===== src/rtl/updown_counter_mod.sv =====
// Parametrised up/down counter with load, wrap/saturate limits and a limit-event flag.
// Define UPDOWN_COUNTER_STICKY_FLAG_EN for a sticky flag cleared by clear_flag; otherwise flag is a one-cycle pulse.
module updown_counter_mod #(
  parameter int               WIDTH   = 8,
  parameter logic [WIDTH-1:0] MAX_VAL = {WIDTH{1'b1}}
) (
  input  logic             clk,
  input  logic             rst,
  input  logic             enable,
  input  logic             direction,
  input  logic             load,
  input  logic [WIDTH-1:0] load_value,
  input  logic             sat_mode,
  input  logic             clear_flag,
  output logic [WIDTH-1:0] counter_out,
  output logic             at_max,
  output logic             at_min,
  output logic             flag
);

  localparam logic [WIDTH-1:0] ONE = {{(WIDTH-1){1'b0}}, 1'b1};

  logic [WIDTH-1:0] count_q;
  logic [WIDTH-1:0] count_d;
  logic [WIDTH-1:0] load_clamped;
  logic             limit_event;

  // Loads are clamped so the count can never leave 0..MAX_VAL, even for a non-power-of-two modulus.
  always_comb begin
    count_d      = count_q;
    limit_event  = 1'b0;
    load_clamped = (load_value > MAX_VAL) ? MAX_VAL : load_value;
    if (load) begin
      count_d = load_clamped;
    end else if (enable) begin
      if (direction) begin
        if (count_q == MAX_VAL) begin
          limit_event = 1'b1;
          count_d     = sat_mode ? MAX_VAL : '0;
        end else begin
          count_d = count_q + ONE;
        end
      end else begin
        if (count_q == '0) begin
          limit_event = 1'b1;
          count_d     = sat_mode ? '0 : MAX_VAL;
        end else begin
          count_d = count_q - ONE;
        end
      end
    end
  end

  always_ff @(posedge clk or negedge rst) begin
    if (!rst) begin
      count_q <= '0;
      flag    <= 1'b0;
    end else begin
      count_q <= count_d;
`ifdef UPDOWN_COUNTER_STICKY_FLAG_EN
      if (limit_event) begin
        flag <= 1'b1;
      end else if (clear_flag) begin
        flag <= 1'b0;
      end
`else
      flag <= limit_event;
`endif
    end
  end

`ifndef UPDOWN_COUNTER_STICKY_FLAG_EN
  // In the pulse build clear_flag has no effect; the port stays for a uniform interface.
  logic unused_clear_flag;
  assign unused_clear_flag = clear_flag;
`endif

  assign counter_out = count_q;
  assign at_max      = (count_q == MAX_VAL);
  assign at_min      = (count_q == '0);

endmodule


===== config.mk =====
export PLATFORM = sky130hd
export DESIGN_NAME = updown_counter_mod
export DESIGN_NICKNAME = d
export VERILOG_FILES = /design/src/rtl/updown_counter_mod.sv
export SDC_FILE = /design/constraint.sdc
export NUM_CORES = 1
export LEC_CHECK = 0
export BUFFER_PORTS_ARGS = -buffer_cell sky130_fd_sc_hd__clkbuf_2
export CAP_MARGIN = 0
export CORE_MARGIN = 5
export CORE_UTILIZATION = 46
export DETAILED_ROUTE_END_ITERATION = 16
export GPL_TIMING_DRIVEN = 0
export PLACE_DENSITY = 0.72
export SLEW_MARGIN = 10
export SYNTH_ARGS = -nofsm -noshare
export SYNTH_HDL_FRONTEND = slang
export SYNTH_SLANG_ARGS = --single-unit

===== constraint.sdc =====
create_clock -name clk -period 1.9 [get_ports clk]
set_input_delay 0.38 -clock clk [delete_from_list [all_inputs] [get_ports clk]]
set_output_delay 0.38 -clock clk [all_outputs]
set_load 0.1 [all_outputs]

Word level (Yosys, flattened, before mapping)
Cells that the tools add are included.

word-level totals
  input port bits = 15
  bits in registers = 9
  word-level logic and storage cells = 21

operators by class
  add/subtract/negate cells = 2
  muxes and demuxes = 13
  reduce and logical (&&, ||, !) cells = 2
  magnitude comparators = 1
  eq/ne operators = 1

operator list
  kind                                                                 number
  8-bit 2-to-1 mux                                                     8
  8-bit by 1-bit adder with 8-bit output (second input constant)       1
  8-bit == test (second input constant)                                1
  8-bit greater-than comparator (second input constant)                1
  8-bit logical NOT                                                    1
  8-bit by 1-bit subtractor with 8-bit output (second input constant)  1
  1-bit 2-to-1 mux                                                     5
  2-bit nonzero test                                                   1

Depth between registers and ports, before layout
  depth after elaboration = 5
  depth in mapped cells = 7

Worst setup path after synthesis
OpenSTA, ideal clock, no wires.

  kind = register to output
  from = reg count_q[1], in the netlist counter_out[1]
  to = out at_max
  slack = -1338 ps
  arrival time = 2858 ps
  path buffers = 0
  stages on the path, launching flop included = 4
  cells stage by stage = dfrtp_1 -> ha_1 -> nand4_1 -> nor2_1

on the way
  word-level cells in the longest chain between the ends = 1

RTL lines
  element                   line  text
  start: declaration        23    logic [WIDTH-1:0] count_q;
  start signal: assignment  59    count_q <= count_d;
  8-bit == test             79    assign at_max = (count_q == MAX_VAL);
  end: declaration          16    output logic at_max,

Every way passes these cells.

Worst setup path after layout
  from = reg count_q[0], in the netlist counter_out[0]
  to = out at_min

on the way
  word-level cells in the longest chain between the ends = 1

RTL lines
  element            line  text
  8-bit logical NOT  80    assign at_min = (count_q == '0);
  end: declaration   17    output logic at_min,

Every way passes these cells.

==> impl_results.md <==
- Top post-synthesis cells by area: dfrtp_1, nand2_1, a21oi_1
- Hold Fails Final Rpt: 0
- Final Total Pwr: about 0.00094 W
- Filler cell count: 164
- Congestion Overflow GR: 0
- Post-synthesis register bit count: 9
- Crit start category: flop
- FMAX: 452 MHz
- Peak VDD IR: 0.000682 V
- Post-synth top area share: between 20 and 25%
- First-pass GRT wire length: 4860 um
- Met1 Use GR: between 20% and 30%
- Reg clk slew, reported paths: 60 ps
- Arrival time at the worst endpoint: around 1800 ps
- Place WS: -381 ps
- GR Util met2: 37.8%
- Crit path depth: 5
- Post-route clock period utilization: 117%
- Initial DRT Pass Iterations: 4
- Antenna violations before repair: 0
- Met3 usage: 6.54%
- # clock sinks: 9
- Antenna Nets Post-Route: 0
- Setup TNS: -891 ps
- HPWL after DPL: between 2000 and 2500 um
- Sequential-to-total area share from yosys stat: 24.7%
- Rel. slew slack: 62.1%
- Final min period: 2210 ps
- CP cell instances: inv_4 -> ha_4 -> or4b_4 -> nor2b_4 -> clkbuf_16
- Count of cell types in the netlist: 49
- Ys Warns: 0
- Leakage power: 0.574 nW
- Worst Hold Class: input port to flop
- Buf/Inv on CP: 2
- Total CTS buffers: 3
- Area delta synth->final: 53.8%
- Status: finished, violations left
- Detailed-route via count: 1152
- Failing checks: negative setup slack
- Final setup violation count: 8
- Max stage delay on crit path: 490 ps
- Post-Syn Area: between 900 and 1000 um2
- Cell area after layout: 1400 um2
- Core region area: roughly 1900 um2
- Yosys top cell by area: dfrtp_1
- Die X: 54.5 um
- Average wire per standard cell: roughly 17 um
- Starting density of the core: roughly 47%
- Largest net degree at the start of global routing: 11
- Pwr dens: 672 nW/um2
- Clk_lat worst skew: between 200 and 300 ps
- Cell Area, Placed: 1130 um2
- CP startpoint: counter_out[0]
- Top FF cell, synth: dfrtp_1
- Chip height: between 50 and 60 um
- Post-synth top cells: nand2_1, dfrtp_1, a21oi_1
- FP Rows: 16
- Slew at the pin closest to its max-slew limit: ~560 ps
- Final nets: 181
- Max Fanout on Critical Path: 2
- Post-Route Skew: 2.22 ps
- Async SR Flop Fraction: 100%
- Top-count cell post-synth: nand2_1
- Crit end category: primary output
- Crit path capture: at_min
- R2R Path Start: counter_out[0]
- Drt total wl: 3180 um
- Share of cells above drive strength 1: 48.8%
- Remaining DRCs: 0
- Max-cap viol count: 0
- GPL Wtd Cong: 0.837
- Slew Limit Fails: 0
- GRT Total Usage: 23.2%
- Most Crowded Layer GR: met2
- FF-to-FF setup slack: -240 ps
- Initial DRC Count: 37
- CTS tree: built
- Syn Nets: between 100 and 150
- Setup CP Type: flop to primary output
- PortBufs: 24
- CP top delay family: simple AND/OR/NAND/NOR gates
- Diodes inserted: 0
- Setup ws final: -314 ps
- Cell count after synthesis: 115
- CTS max path bufs: 2
- R2R depth: 8
- Ports: 26
- Hold_sp: load_value[2]
- Number of synthesized flops with an enable pin: 0
- Root Buffer: clkbuf_4
- H-tree Lvls: 1
- DR vias/cell: 6.10
- RSZ-0062 raised after global routing: true
- Number of global-route vias before repair: 1040
- Hold WS: between 300 and 400 ps
- Avg Inst Size Synth: 7.92 um2
- DIE AREA: 2970 um2
- R2R Path End: counter_out[7]
- Critical Path RT: 1520 ps
- Critical Path Slowest Stage Cell: dfrtp_4
==> layout make-up <==
| cell class | instances | area [um2] | share of cell area, % |
|---|---|---|---|
| Tap cell | 27 | 33.8 | 2.41 |
| Inverter | 4 | 20.0 | 1.43 |
| Timing Repair Buffer | 43 | 322 | 22.9 |
| Clock buffer | 4 | 26.3 | 1.88 |
| Buffer | 8 | 46.3 | 3.30 |
| Multi-Input combinational cell | 94 | 706 | 50.4 |
| Sequential cell | 9 | 248 | 17.7 |
==> through the flow <==
step | util (%) | cells
after floorplan | - | 115
after global placement | 59.0 | 166
after detailed placement | 59.0 | 166
after CTS | 68.8 | 184
after global routing | 72.9 | 189
final | 72.9 | 189
==> cells by family (layout without fill, tap and decap cells) <==
| group | after synthesis | count (layout) | synth area share, % |
|---|---|---|---|
| AO/OA/AOI/OAI | 38 | 38 | 28.6 |
| AND/OR/NAND/NOR | 50 | 50 | 32.7 |
| XOR/XNOR | 2 | 2 | 1.92 |
| flip-flops | 9 | 9 | 24.7 |
| multiplexers | 1 | 1 | 1.24 |
| adder cells (fa/ha/maj) | 3 | 3 | 4.12 |
| buffers and inverters | 12 | 59 | 6.73 |
==> layer usage <==
layer	wire, um	part of all wire, %
met5	0	0
met2	1540	48
met1	1200	38
met3	303	9.5
met4	135	4.2
==> worst reg2reg max path, delay by kind of cell (launching register included) <==
kind | cells | cell delay [ps]
AND/OR/NAND/NOR | 1 | 490
adder cells (fa/ha/maj) | 1 | 130
flip-flops | 1 | 490
buffers and inverters | 3 | 370
AO/OA/AOI/OAI | 3 | 530
==> placed cells by master (no fill, tap or decap), drive strengths merged, types with 3 or more instances in the layout <==
| cell | instances |
|---|---|
| o21ai | 10 |
| a311oi | 3 |
| dfrtp | 9 |
| ha | 3 |
| clkbuf | 30 |
| buf | 24 |
| nand3 | 6 |
| nor2 | 7 |
| a21oi | 8 |
| inv | 4 |
| nand4 | 3 |
| nand2 | 11 |
| nor3 | 7 |
==> worst min path at each step <==
stage                     cells past startpoint        endpoint  slack [ps]
after floorplan                               0  counter_out[4]          80
after global placement                        1  counter_out[2]         240
after detailed placement                      1  counter_out[2]         240
after CTS                                     3  counter_out[2]         330
after global routing                          3  counter_out[2]         370
final                                         3  counter_out[2]         330
==> what timing repair did <==
action / CTS / global route
setup endpoints to repair: 5 / 10
hold endpoints to repair: 9 / 0
setup buffers: 13 / 5
resized for setup: 10 / 8
cloned: 0 / 0
pin swaps: 6 / 7
hold buffers: 1 / 0
==> state kept, by name, summed over array words and instances (netlist names) <==
register	cells
counter_out	8
flag	1
==> power breakdown <==
| part | total [W] | switching [W] | internal [W] |
|---|---|---|---|
| combinational | 0.000539 | 0.000362 | 0.000177 |
| clock | 0.000148 | 0.0000668 | 0.0000809 |
| sequential | 0.000255 | 0.0000320 | 0.000223 |
(Power assumes the default switching activity.)
